<file path="config.mk">
export PLATFORM = sky130hd
export DESIGN_NAME = amba_apb_master
export DESIGN_NICKNAME = d
export VERILOG_FILES = /design/src/rtl/amba_apb_master.sv
export SDC_FILE = /design/constraint.sdc
export NUM_CORES = 1
export LEC_CHECK = 0
export BUFFER_PORTS_ARGS = -buffer_cell sky130_fd_sc_hd__buf_2
export CORE_MARGIN = 3
export CORE_UTILIZATION = 46
export DETAILED_ROUTE_END_ITERATION = 8
export GPL_ROUTABILITY_DRIVEN = 1
export HOLD_SLACK_MARGIN = 0.08
export MAX_ROUTING_LAYER = met4
export PLACE_DENSITY = 0.75
export SLEW_MARGIN = 25
export SYNTH_ARGS = -nofsm -noshare
export SYNTH_HDL_FRONTEND = slang
export SYNTH_SLANG_ARGS = --single-unit
export TNS_END_PERCENT = 1
</file>
<file path="constraint.sdc">
create_clock -name pclk -period 1.9 [get_ports pclk]
set_input_delay 0.38 -clock pclk [delete_from_list [all_inputs] [get_ports pclk]]
set_output_delay 0.38 -clock pclk [all_outputs]
set_load 0.05 [all_outputs]
</file>
<file path="src/rtl/amba_apb_master.sv">
// APB initiator: converts a valid/ready command into one APB SETUP/ACCESS
// transfer and reports exactly one response per accepted command.
// A programmable timeout aborts a transfer whose slave never raises pready.
//
// Handshake: a command transfers on a rising pclk edge where cmd_valid and
// cmd_ready are both high. cmd_ready is registered and high only in IDLE, so
// cmd_valid while busy has no effect. rsp_valid is a one-cycle pulse that is
// not back-pressured. rsp_rdata/rsp_err hold until the next completion.
module amba_apb_master #(
  parameter int ADDR_W  = 8,
  parameter int DATA_W  = 8,
  parameter int TIMEOUT = 16
) (
  input  logic              pclk,
  input  logic              preset,
  input  logic              cmd_valid,
  output logic              cmd_ready,
  input  logic              cmd_write,
  input  logic [ADDR_W-1:0] cmd_addr,
  input  logic [DATA_W-1:0] cmd_wdata,
  output logic              rsp_valid,
  output logic [DATA_W-1:0] rsp_rdata,
  output logic              rsp_err,
  output logic              psel,
  output logic              penable,
  output logic              pwrite,
  output logic [ADDR_W-1:0] paddr,
  output logic [DATA_W-1:0] pwdata,
  input  logic              pready,
  input  logic [DATA_W-1:0] prdata
);

  typedef enum logic [1:0] {
    IDLE   = 2'd0,
    SETUP  = 2'd1,
    ACCESS = 2'd2
  } state_t;

  // Counter is sized to hold TIMEOUT; with the timeout disabled a 1-bit
  // counter that saturates is enough.
  localparam int CNT_W = (TIMEOUT > 0) ? $clog2(TIMEOUT + 1) : 1;
  localparam bit TO_EN = (TIMEOUT != 0);
  // Value of the counter during the TIMEOUT-th consecutive low-pready cycle.
  localparam logic [CNT_W-1:0] CNT_LAST = CNT_W'((TIMEOUT > 0) ? (TIMEOUT - 1) : 0);

  state_t           state;
  logic [CNT_W-1:0] wait_cnt;

  // Transfer FSM with all APB and response outputs registered.
  always_ff @(posedge pclk) begin
    if (preset) begin
      state     <= IDLE;
      psel      <= 1'b0;
      penable   <= 1'b0;
      pwrite    <= 1'b0;
      paddr     <= '0;
      pwdata    <= '0;
      rsp_valid <= 1'b0;
      rsp_rdata <= '0;
      rsp_err   <= 1'b0;
      cmd_ready <= 1'b0;
      wait_cnt  <= '0;
    end else begin
      rsp_valid <= 1'b0;
      case (state)
        IDLE: begin
          cmd_ready <= 1'b1;
          if (cmd_valid && cmd_ready) begin
            paddr     <= cmd_addr;
            pwrite    <= cmd_write;
            pwdata    <= cmd_wdata;
            psel      <= 1'b1;
            penable   <= 1'b0;
            cmd_ready <= 1'b0;
            state     <= SETUP;
          end
        end
        SETUP: begin
          penable  <= 1'b1;
          wait_cnt <= '0;
          state    <= ACCESS;
        end
        ACCESS: begin
          if (pready) begin
            psel      <= 1'b0;
            penable   <= 1'b0;
            rsp_valid <= 1'b1;
            rsp_err   <= 1'b0;
            rsp_rdata <= pwrite ? '0 : prdata;
            cmd_ready <= 1'b1;
            state     <= IDLE;
          end else if (TO_EN && (wait_cnt == CNT_LAST)) begin
            psel      <= 1'b0;
            penable   <= 1'b0;
            rsp_valid <= 1'b1;
            rsp_err   <= 1'b1;
            rsp_rdata <= '0;
            cmd_ready <= 1'b1;
            wait_cnt  <= wait_cnt + 1'b1;
            state     <= IDLE;
          end else if (wait_cnt != '1) begin
            wait_cnt <= wait_cnt + 1'b1;
          end
        end
        default: begin
          state     <= IDLE;
          psel      <= 1'b0;
          penable   <= 1'b0;
          cmd_ready <= 1'b0;
        end
      endcase
    end
  end

endmodule

</file>
* Yosys cells after proc, flatten, opt, wreduce, memory -nomap -nowiden
Index checks and enable logic that the tools add are counted.
** Storage, ports and cells
- Input bits :: 29
- Register bits :: 37
- Logic and storage cells :: 57
- Output and inout port bits :: 30
** Operators by class
- Bitwise operators :: 2
- Add/subtract/negate cells :: 1
- Multiplexer cells :: 24
- Equal/unequal tests :: 8
- Reduce and logical (&&, ||, !) cells :: 11
** Operators by type and width (number)
- $mux W8 :: 3
- $mux W5 :: 3
- $mux W1 :: 10
- $pmux W5 S2 :: 1
- $pmux W1 S3 :: 3
- $reduce_and A2 Y1 :: 4
- $mux W2 :: 3
- $ne A3 B3 Y1 const B :: 2
- $pmux W2 S3 :: 1
- $reduce_and A3 Y1 :: 2
- $add A5 B1 Y5 const B :: 1
- $eq A5 B4 Y1 const B :: 1
- $ne A5 B5 Y1 const B :: 1
- $ne A2 B2 Y1 const B :: 2
- $reduce_bool A2 Y1 :: 2
- $eq A2 B1 Y1 const B :: 1
- $eq A2 B2 Y1 const B :: 1
- $logic_not A2 Y1 :: 1
- $not A1 Y1 :: 2
- $reduce_or A2 Y1 :: 1
- $logic_and A1 B1 Y1 :: 1

* Longest topological paths before layout
Gate-level depths: netlist of the first run.
- Word-level depth :: 5
- Mapped depth :: 6
- Gate-level depth less buffers :: 6

* Worst setup path after synthesis of the first run
No wires, ideal clock.
- Path type :: reg-to-reg
- Start point :: register wait_cnt[0]
- End point :: register wait_cnt[2]
- Arrival time :: 1.625 ns
- Cell stages (with the launch flop) :: 7
- Setup time :: 0.131 ns
- Path buffers :: 0
- Setup slack :: 0.145 ns
- Clock period less this slack :: 1.755 ns
- Cell sequence :: dfxtp_1 > ha_1 > and3_1 > ha_1 > or4b_1 > nand2_1 > a311oi_1
** Between the ends
- Word-level cells in the longest chain between the ends :: 5
** Ends and longest elaborated chain
- from (decl) :: RTL line 47 : logic [CNT_W-1:0] wait_cnt;
- from (signal assigned) :: RTL line 99 : wait_cnt <= wait_cnt + 1'b1;
- from (signal assigned) :: RTL line 102 : wait_cnt <= wait_cnt + 1'b1;
- $add A5 B1 Y5 :: RTL line 99, 102
- $mux W5 :: RTL line 101 : end else if (wait_cnt != '1) begin
- $mux W5 :: RTL line 92 : end else if (TO_EN && (wait_cnt == CNT_LAST)) begin
- $mux W5 :: RTL line 84 : if (pready) begin
- $pmux W5 S2 :: RTL line 65 : case (state)
Parallel ways exist; a longest one is shown, timed or not. The select of a mux whose other input is x is not followed.
A chain may end at the register's enable or synchronous reset.

* Worst setup path in the final report of the first run
- Start point :: register wait_cnt[0]
- End point :: register wait_cnt[3]
Same word-level chain as after synthesis.

==> impl_metrics.csv, run 1 <==
group,metric,value,unit
status,status,"completed",
cts,numCtsBuffers,5,
pwr,power_frac_seq,0.508,
die,die-area,3750,um2
timing,drv_slew,0,
timing,timing.hold.ws,256,ps
pwr,leakage,0.799,nW
placement,portBuffers,58,
cts,htreeDepth,2,
synthesis,synth_top_area_share,0.513,
pwr,power_frac_clock,0.346,
synthesis,ys_top_cells_by_area,"dfxtp_1 (51%), nand2_1 (12%), a21oi_1 (11%)",
finish,nets,258,
drt,num_vias,1368,
synthesis,ys_ff_latch,36,
critical_path,cp.arrival,2120,ps
pwr,ir_worst_vdd,0.550,mV
synthesis,syn_avg_cell_area,8.46,um2
hold_path,holdCritPathClass,"in2reg",
run,maxCapViolations,0,
finish,mostFrequentLayoutCell,"buf_2",
drt,drt_iter0_markers,118,
drt,first_pass_iters,4,
critical_path,crit_fanout,5,
critical_path,cp-start-kind,"flop",
timing,min_period_over_period,0.978,
finish,fin_area,1830,um2
cts,clk_pin_slew_worst_paths,120,ps
synthesis,syn_inst,166,
timing,fin_skew,9.40,ps
timing,min_period,1860,ps
timing,rsz0062_at_grt,"yes",
critical_path,path_delay_family,"simple AND/OR/NAND/NOR gates",
cts,cts_buffer_depth,2,
cts,cts_tree,"yes",
placement,dp_hpwl,2.39,mm
pwr,comb_power_share,0.147,
placement,place_ws,-18.4,ps
timing,tightest_slew,634,ps
critical_path,max_stage_delay,380,ps
pwr,power.density,861,nW/um2
timing,tns,0,ps
cts,clk_latency,350,ps
die,die_w,61.3,um
global_route,grt_usage,0.203,
synthesis,ys_types,26,
placement,routabilityCongestion,0.714,
placement,post_dp_cell_area,1700,um2
synthesis,synth_area_leader_cell,"dfxtp_1",
cts,cts_hold_buffers,0,
pwr,power.total,1.57,mW
synthesis,yosys_warnings,0,
drt,vias_per_cell,5.30,
critical_path,cp.required,2160,ps
finish,area_growth,30.0,%
finish,final_cell_mix,"buf_2 (58), nand2_1 (45), dfxtp_1 (34)",
die,num_rows,19,
drt,wl_per_cell,13.4,um
cts,cts_num_sinks,36,
finish,drive_gt1_frac,0.357,
global_route,grt-ovfl-total,0,
synthesis,ys_seq_area_frac,0.513,
synthesis,synth_edf_count,0,
critical_path,crit_path_top_delay_cell,"dfxtp_4",
synthesis,synth_nets,198,
cts,cts_root_buf,"clkbuf_4",
die,start_util,0.497,
synthesis,async_flop_share,0,
finish,fillCellCount,250,
timing,worst_slack,42.3,ps
critical_path,worstSetupPathType,"reg2reg",
critical_path,end_kind,"flop",
die,die_h,61.3,um
timing,hold_viol,0,
global_route,grt_pass1_wl,5.36,mm
pwr,power_switching,0.451,mW
pwr,swShare,0.287,
synthesis,synth.cell_area,1410,um2
die,core,2830,um2
drt,ant_nets,0,
finish,diodes,0,
drt,drt_wl_total,3.45,mm
global_route,antenna_found_initial,0,
critical_path,path_cells,"ha_1 > and3_1 > ha_2 > nor4b_4 > buf_4 > a41oi_2 > a311oi_1",
critical_path,critPathBufInv,1,
synthesis,ys.flop_type,"dfxtp_1",
drt,drc,0,
timing,fmax,0.538,GHz
global_route,grt_max_degree,37,
die,ios,59,
global_route,grt_pass1_vias,1244,
pwr,p_int,1.12,mW
timing,maxSlewHeadroom,0.577,
timing,setup_viol,0,
power groups by stage:
stage	clock network [mW]	registers (mW)	logic [mW]
2_1_floorplan	0	0.902	0.0746
3_3_place_gp	0	0.815	0.222
3_5_place_dp	0	0.816	0.228
4_1_cts	0.554	0.800	0.231
5_1_grt	0.585	0.802	0.250
6_report	0.544	0.799	0.231
layout make-up:
cell class	instances	area, um2	share of cell area
tap	31	38.8	0.0212
clock inverter	3	42.5	0.0233
clock buffer	5	37.5	0.0205
inverter	2	7.51	0.00411
sequential	36	726	0.397
timing repair buffer	63	328	0.179
multi-input combinational	118	647	0.354
worst paths after layout:
check,start,to,slack (ps),depth (start not counted)
worst max register to register,wait_cnt[0],wait_cnt[3],40,7
worst max-delay path,wait_cnt[0],wait_cnt[3],40,7
worst min register to register,paddr[0],paddr[0],460,2
worst min-delay path,prdata[3],rsp_rdata[3],260,3
per-layer routing:
| metal | global-route usage | share of wire | up-vias |
|---|---|---|---|
| li1 | - | - | 684 |
| met1 | 0.224 | 0.40 | 617 |
| met2 | 0.329 | 0.50 | 56 |
| met3 | 0.0776 | 0.074 | 11 |
| met4 | 0.0805 | 0.022 | 0 |
| met5 | - | 0 | - |
cell families (layout without fill, tap and decap cells):
kind of cell,after synthesis,after routing,synth area share
adder cells (fa/ha/maj),3,3,0.0267
flip-flops,36,36,0.513
AO/OA/AOI/OAI,47,47,0.179
buffers and inverters,12,73,0.0427
AND/OR/NAND/NOR,68,68,0.239
synthesized netlist by cell type, types with 2 or more instances:
| cell | n |
|---|---|
| nand2_1 | 46 |
| dfxtp_1 | 36 |
| a21oi_1 | 32 |
| o21ai_0 | 10 |
| clkbuf_1 | 4 |
| nand2b_1 | 4 |
| nand3_1 | 4 |
| buf_2 | 3 |
| ha_1 | 3 |
| nor2_1 | 3 |
| a311oi_1 | 2 |
| and3_1 | 2 |
| and4bb_2 | 2 |
| inv_1 | 2 |
| nor3_1 | 2 |
stage by stage:
| stage | util | cells |
|---|---|---|
| after global placement | 0.600 | 247 |
| after CTS | 0.636 | 257 |
| after detailed placement | 0.600 | 247 |
| final | 0.646 | 258 |
| after floorplan | - | 166 |
| after global routing | 0.646 | 258 |
registers in the layout, summed over array words and instances, names as in the netlist:
signal     count
paddr          8
pwdata         8
rsp_rdata      8
wait_cnt       5
cmd_ready      1
penable        1
psel           1
pwrite         1
rsp_err        1
rsp_valid      1
state          1
worst min-delay path: cells and delay by family:
family	cells	cell delay, ps
AND/OR/NAND/NOR	1	40
buffers and inverters	1	100
AO/OA/AOI/OAI	1	50
what timing repair did:
item                                    4_1_cts  5_1_grt
endpoints found under the setup margin        5        5
setup buffers                                 2        1
pin swaps                                     1        3
resized for setup                             3        5
Power figures use the tool's default switching activity.
==> inputs of run 2 (changes only) <==
GPL_TIMING_DRIVEN = 0   (was unset)
MAX_ROUTING_LAYER = unset   (was met4)
REMOVE_ABC_BUFFERS = 1   (was unset)
==> impl_metrics.csv, run 2 (same netlist as run 1, synthesis figures left out) <==
group,metric,value,unit
status,status,"completed",
timing,fmax,0.548,GHz
hold_path,hold_path_end,"paddr[1]",
die,die_h,61.3,um
die,die-area,3750,um2
cts,cts_root_buf,"clkbuf_4",
cts,cts_hold_buffers,0,
pwr,power_frac_seq,0.564,
hold_path,holdCritPathClass,"in2reg",
placement,dp_hpwl,2.19,mm
pwr,leakage,0.777,nW
pwr,swShare,0.298,
critical_path,path_cells,"ha_1 > and3_1 > ha_2 > or4b_4 > nand2_2 > a311oi_2",
critical_path,r2r_start,"wait_cnt[0]",
critical_path,cp.arrival,2020,ps
timing,rsz0062_at_grt,"no",
cts,cts_tree,"yes",
pwr,p_int,0.995,mW
finish,diodes,0,
run,maxCapViolations,0,
finish,top_regs,"paddr x8, pwdata x8, rsp_rdata x8",
die,core,2830,um2
pwr,power_switching,0.422,mW
placement,place_ws,-24.3,ps
critical_path,r2r_end,"wait_cnt[3]",
finish,nets,256,
global_route,grt_max_degree,37,
drt,wl_per_cell,12.5,um
hold_path,worstHoldPathCells,3,
die,ios,59,
die,die_w,61.3,um
cts,cts_buffer_depth,2,
critical_path,crit_path_top_delay_cell,"or4b_4",
die,num_rows,19,
drt,vias_per_cell,5.19,
critical_path,worstSetupPathType,"reg2reg",
timing,hold_viol,0,
timing,setup_viol,0,
cts,clk_latency,330,ps
global_route,antenna_found_initial,0,
timing,maxSlewHeadroom,0.491,
finish,mostFrequentLayoutCell,"buf_2",
global_route,grt_pass1_wl,4.97,mm
drt,ant_nets,0,
hold_path,hp-start,"cmd_addr[1]",
placement,routabilityCongestion,0.688,
critical_path,cp.required,2090,ps
drt,drt_iter0_markers,27,
pwr,power.density,797,nW/um2
critical_path,r2r_setup_slack,70,ps
finish,area_growth,26.5,%
finish,drive_gt1_frac,0.342,
timing,tightest_slew,759,ps
global_route,grt-ovfl-total,0,
cts,numCtsBuffers,5,
pwr,power_frac_clock,0.277,
drt,drc,0,
cts,clk_pin_slew_worst_paths,110,ps
timing,min_period,1830,ps
pwr,ir_worst_vdd,0.633,mV
timing,worst_slack,74.1,ps
global_route,grt_pass1_vias,1181,
pwr,comb_power_share,0.159,
finish,fillCellCount,247,
critical_path,end_kind,"flop",
critical_path,cp-start-kind,"flop",
global_route,grt_usage,0.181,
timing,min_period_over_period,0.961,
pwr,power.total,1.42,mW
finish,final_cell_mix,"buf_2 (58), nand2_1 (45), dfxtp_1 (34)",
die,start_util,0.497,
critical_path,crit_fanout,5,
critical_path,reg2reg_depth,6,
drt,first_pass_iters,4,
drt,drt_wl_total,3.19,mm
drt,num_vias,1329,
timing,fin_skew,8.20,ps
critical_path,max_stage_delay,510,ps
cts,htreeDepth,2,
cts,cts_num_sinks,36,
timing,drv_slew,0,
placement,portBuffers,58,
[run 2: metrics by stage]
step                      TNS, ps  std cells  utilization  hold WS, ps  cell area [um2]
after detailed placement    -24.3        245        0.594          443             1680
final                           0        256        0.628          269             1780
after floorplan                 0        156            -          435             1350
after global routing            0        256        0.628          240             1780
after global placement          0        245        0.594          439             1680
after CTS                       0        256        0.623          250             1760
[run 2: cell type report]
| type | count | area [um2] | share of cell area |
|---|---|---|---|
| clock buffers | 7 | 45.0 | 0.0253 |
| clock inverters | 1 | 8.76 | 0.00493 |
| inverters | 2 | 7.51 | 0.00422 |
| multi-input cells | 118 | 642 | 0.361 |
| flip-flops and latches | 36 | 723 | 0.407 |
| well taps | 31 | 38.8 | 0.0218 |
| repair buffers | 61 | 313 | 0.176 |
[run 2: worst max-delay path by stage]
stage	start	endpoint	slack (ps)	cells after the start
final	wait_cnt[0]	wait_cnt[3]	70	6
after global routing	wait_cnt[0]	wait_cnt[0]	6	6
after CTS	wait_cnt[0]	wait_cnt[3]	20	7
after detailed placement	wait_cnt[0]	wait_cnt[3]	-20	6
after global placement	wait_cnt[0]	wait_cnt[3]	50	6
after floorplan	wait_cnt[0]	wait_cnt[2]	150	6
[run 2: timing repair]
item,4_1_cts,5_1_grt
resized for setup,1,6
setup endpoints to repair,2,14
pin swaps,1,2
setup buffers,3,0
[run 2: power groups by stage]
stage / Combinational, mW / Sequential (mW) / Clock [mW]
floorplan: 0.0551 / 0.904 / 0
global placement: 0.218 / 0.815 / 0
detailed placement: 0.223 / 0.816 / 0
CTS: 0.225 / 0.799 / 0.412
global route: 0.246 / 0.804 / 0.444
finish: 0.226 / 0.799 / 0.392
[run 2: per-layer routing]
metal,track usage,part of all wire,vias to the layer above
met5,0,0,-
met4,0.0743,0.015,0
met3,0.0797,0.082,5
met2,0.307,0.48,48
met1,0.197,0.42,593
li1,-,-,683
[run 2: critical path: cells and delay by family, from the launching register on]
| kind | cells | cell delay (ps) |
|---|---|---|
| AO/OA/AOI/OAI | 1 | 80 |
| adder cells (fa/ha/maj) | 2 | 430 |
| flip-flops | 1 | 350 |
| AND/OR/NAND/NOR | 3 | 820 |
